[src/rtl/handshake_if.sv]
`default_nettype none
// ============================================================================
// Module      : handshake_if
// Description : Source-side and destination-side valid/ready signals of the
//               handshake slice.
// Revision    : 1.0 - initial release
// ============================================================================
interface handshake_if #(
    parameter int DATA_WIDTH = 8
);
    logic                  valid_s;
    logic [DATA_WIDTH-1:0] data_s;
    logic                  ready_s;
    logic                  valid_d;
    logic [DATA_WIDTH-1:0] data_d;
    logic                  ready_d;

    // master is the environment around the slice: it feeds the source side and sinks the destination side
    modport master (
        output valid_s, data_s, ready_d,
        input  ready_s, valid_d, data_d
    );

    modport slave (
        input  valid_s, data_s, ready_d,
        output ready_s, valid_d, data_d
    );
endinterface
`default_nettype wire

[src/rtl/handshake.sv]
`default_nettype none
// ============================================================================
// Module      : handshake
// Description : Fully registered valid/ready skid buffer (one main + one skid word).
// Revision    : 1.0 - initial release
// ============================================================================
module handshake #(
    parameter int DATA_WIDTH = 8
) (
    input  wire logic   clk,
    input  wire logic   rst_n,
    handshake_if.slave  bus
);
    typedef enum logic [1:0] {
        EMPTY = 2'd0,
        BUSY  = 2'd1,
        FULL  = 2'd2
    } state_t;

    state_t                r_state;
    logic [DATA_WIDTH-1:0] r_main_data;
    logic [DATA_WIDTH-1:0] r_skid_data;
    logic                  r_valid_d;
    logic                  r_ready_s;

    assign bus.valid_d = r_valid_d;
    assign bus.data_d  = r_main_data;
    assign bus.ready_s = r_ready_s;

    // Outputs are state-derived flops, so no input reaches an output combinationally
    always_ff @(posedge clk or negedge rst_n) begin
        if (!rst_n) begin
            r_state     <= EMPTY;
            r_main_data <= '0;
            r_skid_data <= '0;
            r_valid_d   <= 1'b0;
            r_ready_s   <= 1'b1;
        end else begin
            case (r_state)
                EMPTY: begin
                    if (bus.valid_s) begin
                        r_main_data <= bus.data_s;
                        r_valid_d   <= 1'b1;
                        r_state     <= BUSY;
                    end
                end
                BUSY: begin
                    case ({bus.valid_s, bus.ready_d})
                        2'b11: r_main_data <= bus.data_s;
                        2'b10: begin
                            r_skid_data <= bus.data_s;
                            r_ready_s   <= 1'b0;
                            r_state     <= FULL;
                        end
                        2'b01: begin
                            r_valid_d <= 1'b0;
                            r_state   <= EMPTY;
                        end
                        default: ;
                    endcase
                end
                FULL: begin
                    if (bus.ready_d) begin
                        r_main_data <= r_skid_data;
                        r_ready_s   <= 1'b1;
                        r_state     <= BUSY;
                    end
                end
                default: begin
                    r_state   <= EMPTY;
                    r_valid_d <= 1'b0;
                    r_ready_s <= 1'b1;
                end
            endcase
        end
    end
endmodule
`default_nettype wire

[src/flat_wrapper.sv]
// flat-port wrapper written by rule: the top's interface ports become plain ports
module handshake_flat 
#(
    parameter int DATA_WIDTH = 8
)
  (clk, rst_n, bus_valid_s, bus_data_s, bus_ready_d, bus_ready_s, bus_valid_d, bus_data_d);
  handshake_if #(.DATA_WIDTH(DATA_WIDTH)) bus_i ();
  input  wire logic clk;
  input  wire logic rst_n;
  input wire logic [$bits(bus_i.valid_s)-1:0] bus_valid_s;
  input wire logic [$bits(bus_i.data_s)-1:0] bus_data_s;
  input wire logic [$bits(bus_i.ready_d)-1:0] bus_ready_d;
  output wire logic [$bits(bus_i.ready_s)-1:0] bus_ready_s;
  output wire logic [$bits(bus_i.valid_d)-1:0] bus_valid_d;
  output wire logic [$bits(bus_i.data_d)-1:0] bus_data_d;
  assign bus_i.valid_s = bus_valid_s;
  assign bus_i.data_s = bus_data_s;
  assign bus_i.ready_d = bus_ready_d;
  assign bus_ready_s = bus_i.ready_s;
  assign bus_valid_d = bus_i.valid_d;
  assign bus_data_d = bus_i.data_d;
  handshake #(.DATA_WIDTH(DATA_WIDTH)) u_core (.clk(clk), .rst_n(rst_n), .bus(bus_i));
endmodule
[config.mk]
export PLATFORM = sky130hd
export DESIGN_NAME = handshake_flat
export DESIGN_NICKNAME = d
export VERILOG_FILES = /design/src/rtl/handshake_if.sv /design/src/rtl/handshake.sv /design/src/flat_wrapper.sv
export SDC_FILE = /design/constraint.sdc
export NUM_CORES = 1
export LEC_CHECK = 0
export CAP_MARGIN = 20
export CORE_MARGIN = 1.5
export CORE_UTILIZATION = 49
export DETAILED_ROUTE_END_ITERATION = 10
export GPL_TIMING_DRIVEN = 0
export PLACE_DENSITY = 0.77
export SETUP_SLACK_MARGIN = 0.02
export SLEW_MARGIN = 20
export SYNTH_ARGS = -nofsm -noshare
export SYNTH_HDL_FRONTEND = slang
export SYNTH_SLANG_ARGS = --single-unit
[constraint.sdc]
create_clock -name clk -period 1.98 [get_ports clk]
set_input_delay 0.297 -clock clk [delete_from_list [all_inputs] [get_ports clk]]
set_output_delay 0.297 -clock clk [all_outputs]
set_load 0.1 [all_outputs]
==> impl_metrics.tcl, run 1 <==
set metrics [dict create \
    dp_cells 112 \
    slew_headroom 0.365 \
    clkSinkCount 20 \
    outcome "finished, final reports clean" \
    slowest_delay_ns 0.85 \
    async_flop_share 1.00 \
    drtIter0Drc 5 \
    mostFrequentLayoutCell "mux2_4" \
    critical_path_buf_inv_count 1 \
    grt_start_max_net_pins 21 \
    die_area_mm2 0.00240 \
    grt_pass1_vias 576 \
    synth_top_area_share 0.458 \
    fin_hold_ws_ns 0.465 \
    finalWeightedCongestion 0.662 \
    r2r_end "u_core.bus.data_d[2]$_DFFE_PN0P_" \
    fp.dieW_um 49.0 \
    final_cells 116 \
    p_per_area_mw_per_mm2 1520 \
    fmax_ghz 0.545 \
    max-vdd-ir-drop_mv 0.785 \
    numPortBuffers 21 \
    cp_slowest_cell "dlygate4sd2_1" \
    finalClockSkew_ns 0.0170 \
    root_buffer "clkbuf_4" \
    vias 578 \
    core_mm2 0.00198 \
    grt_usage 0.163 \
    synth-seq-cells 20 \
    routed_wl_mm 1.66 \
    worst_pin_slew_ns 0.956 \
    finalNetCount 102 \
    syn2layout_area_growth_pct 25.1 \
    nFillCells 151 \
    ys.flop_type "dfrtp_1" \
    dr.pass1.iters 2 \
    timing.final.crit_share 0.927 \
    final_util 0.655 \
    yosysWarningCount 0 \
    cp_top_family "buffers and inverters" \
    cts-hold-fix-buffers 0 \
    routedWlPerCell_um 14.3 \
    die_y_um 49.0 \
    start_util 0.523 \
    p_leak_nw 0.595 \
    reg2reg_depth 4 \
    critPathMaxFanout 2 \
    hpwl_mm 1.10 \
    maxCapViolations 0 \
    vias_per_cell 4.98 \
    drc 0 \
    hold_path_class "primary input to async pin" \
    row_count 16 \
    synthTopCellsByArea "dfrtp_1 (46%), mux2_4 (35%), nor2b_4 (2.7%)" \
    period_needed_ns 1.83 \
    antenna_cells 0 \
    seqCellArea_um2 502 \
    synthCells 64 \
    critPathArrivalTime_ns 1.54 \
    insertion_delay_ns 0.31 \
    synth-edff-count 0 \
    final_cell_mix "mux2_4 (24), dfrtp_1 (19), clkdlybuf4s50_1 (11), dlygate4sd2_1 (9), clkbuf_4 (3)" \
    drive_gt1_frac 0.404 \
    worstPathCellList "dlygate4sd2_1" \
    yosysTopAreaCell "dfrtp_1" \
    cp-end-kind "primary output" \
    path_clk_slew_ns 0.11 \
    antenna_found_initial 0 \
    antenna_left 0 \
    cts_tree "yes" \
    startpoint "u_core.bus.data_d[4]$_DFFE_PN0P_" \
    critical_path_class "flop to primary output" \
    yosysSeqAreaShare 0.484 \
    drv_slew 0 \
    synth.avg_cell_area_um2 16.2 \
    multiInputGateArea_um2 497 \
    cts_buffers 3 \
    cp-start-kind "flop" \
    synth_area_mm2 0.00104 \
    io_pins 22 \
    grt_pass1_wl_mm 2.90 \
    hold_violations 0 \
    overflow 0 \
    rrSetupSlack_ns 0.49 \
    rr_startpoint "u_core.r_state[1]$_DFFE_PN0P_" \
    setup_viol_count_final 0 \
    setup-tns-final_ns 0 \
    cts_htree_levels 1 \
    cts_buffer_depth 2 \
    critPathRequiredTime_ns 1.68 \
    grt_setup_unrepaired "false" \
    synth_cell_types 21 \
    synthesis.nets 76 \
]
## registers in the layout, summed over array words and instances (netlist names)
register            cells
u_core.bus.valid_d      1
u_core.bus.ready_s      1
u_core.bus.data_d       8
u_core.r_skid_data      8
u_core.r_state          2
## layout make-up
| type | count | share of cell area |
|---|---|---|
| Inverter | 2 | 0.00579 |
| Buffer | 2 | 0.0241 |
| Sequential cell | 20 | 0.387 |
| Multi-Input combinational cell | 40 | 0.383 |
| Tap cell | 27 | 0.0260 |
| Timing Repair Buffer | 21 | 0.154 |
| Clock buffer | 4 | 0.0203 |
## layer usage
| layer | global-route usage | wire, um | up-vias |
|---|---|---|---|
| met5 | 0 | 0 | - |
| met4 | 0.0714 | 42 | 0 |
| met3 | 0.0552 | 94 | 4 |
| met2 | 0.235 | 755 | 15 |
| met1 | 0.221 | 772 | 280 |
| li1 | - | - | 279 |
## worst reg2reg max path, cell delays in order (launching register included)
cell and delay [ns]:
dfrtp_1 0.47, nor2b_4 0.19, buf_6 0.17, mux2_4 0.31, mux2_4 0.25
## cells in the mapped netlist (2+ instances only)
| cell type | count |
|---|---|
| inv_1 | 2 |
| nor2b_4 | 2 |
| dfrtp_1 | 19 |
| mux2_4 | 24 |
## repair_timing
item / CTS / global route
gates resized for setup: 12 / 0
endpoints found under the setup margin: 10 / 0
setup buffers: 0 / 0
## power by group
group	internal [mW]	switching, mW
sequential	0.572	0.0984
clock	0.0787	0.122
combinational	0.370	0.730
total	1.02	0.950
## worst max path at each step
| stage | to | slack [ns] | cells past startpoint |
|---|---|---|---|
| 2_1_floorplan | u_core.bus.data_d[0]$_DFFE_PN0P_ | 0.59 | 4 |
| 3_3_place_gp | bus_ready_s | 0.04 | 1 |
| 3_5_place_dp | bus_ready_s | 0.04 | 1 |
| 4_1_cts | bus_valid_d | 0.13 | 1 |
| 5_1_grt | bus_data_d[7] | 0.08 | 1 |
| 6_report | bus_data_d[4] | 0.15 | 1 |
## metrics by stage
step | instance area, um^2 | power (mW) | setup WS, ns
floorplan | 1040 | 1.59 | 0.593
global placement | 1280 | 1.82 | 0.0389
detailed placement | 1280 | 1.84 | 0.0399
CTS | 1300 | 1.99 | 0.132
global route | 1300 | 2.07 | 0.0761
finish | 1300 | 1.97 | 0.145
## kinds of logic (layout without fill, tap and decap cells)
group | count (synthesis) | after routing | share of synthesized area
multiplexers | 25 | 25 | 0.357
buffers and inverters | 4 | 29 | 0.0374
AO/OA/AOI/OAI | 8 | 8 | 0.0639
AND/OR/NAND/NOR | 7 | 7 | 0.0579
flip-flops | 20 | 20 | 0.484
No activity file was read; power rests on OpenSTA's default activity.
==> inputs of run 2 (changes only) <==
GPL_ROUTABILITY_DRIVEN = 0   (was not set)
==> results of run 2 <==
No change in the layout: final DEF, timing and power equal those of run 1.
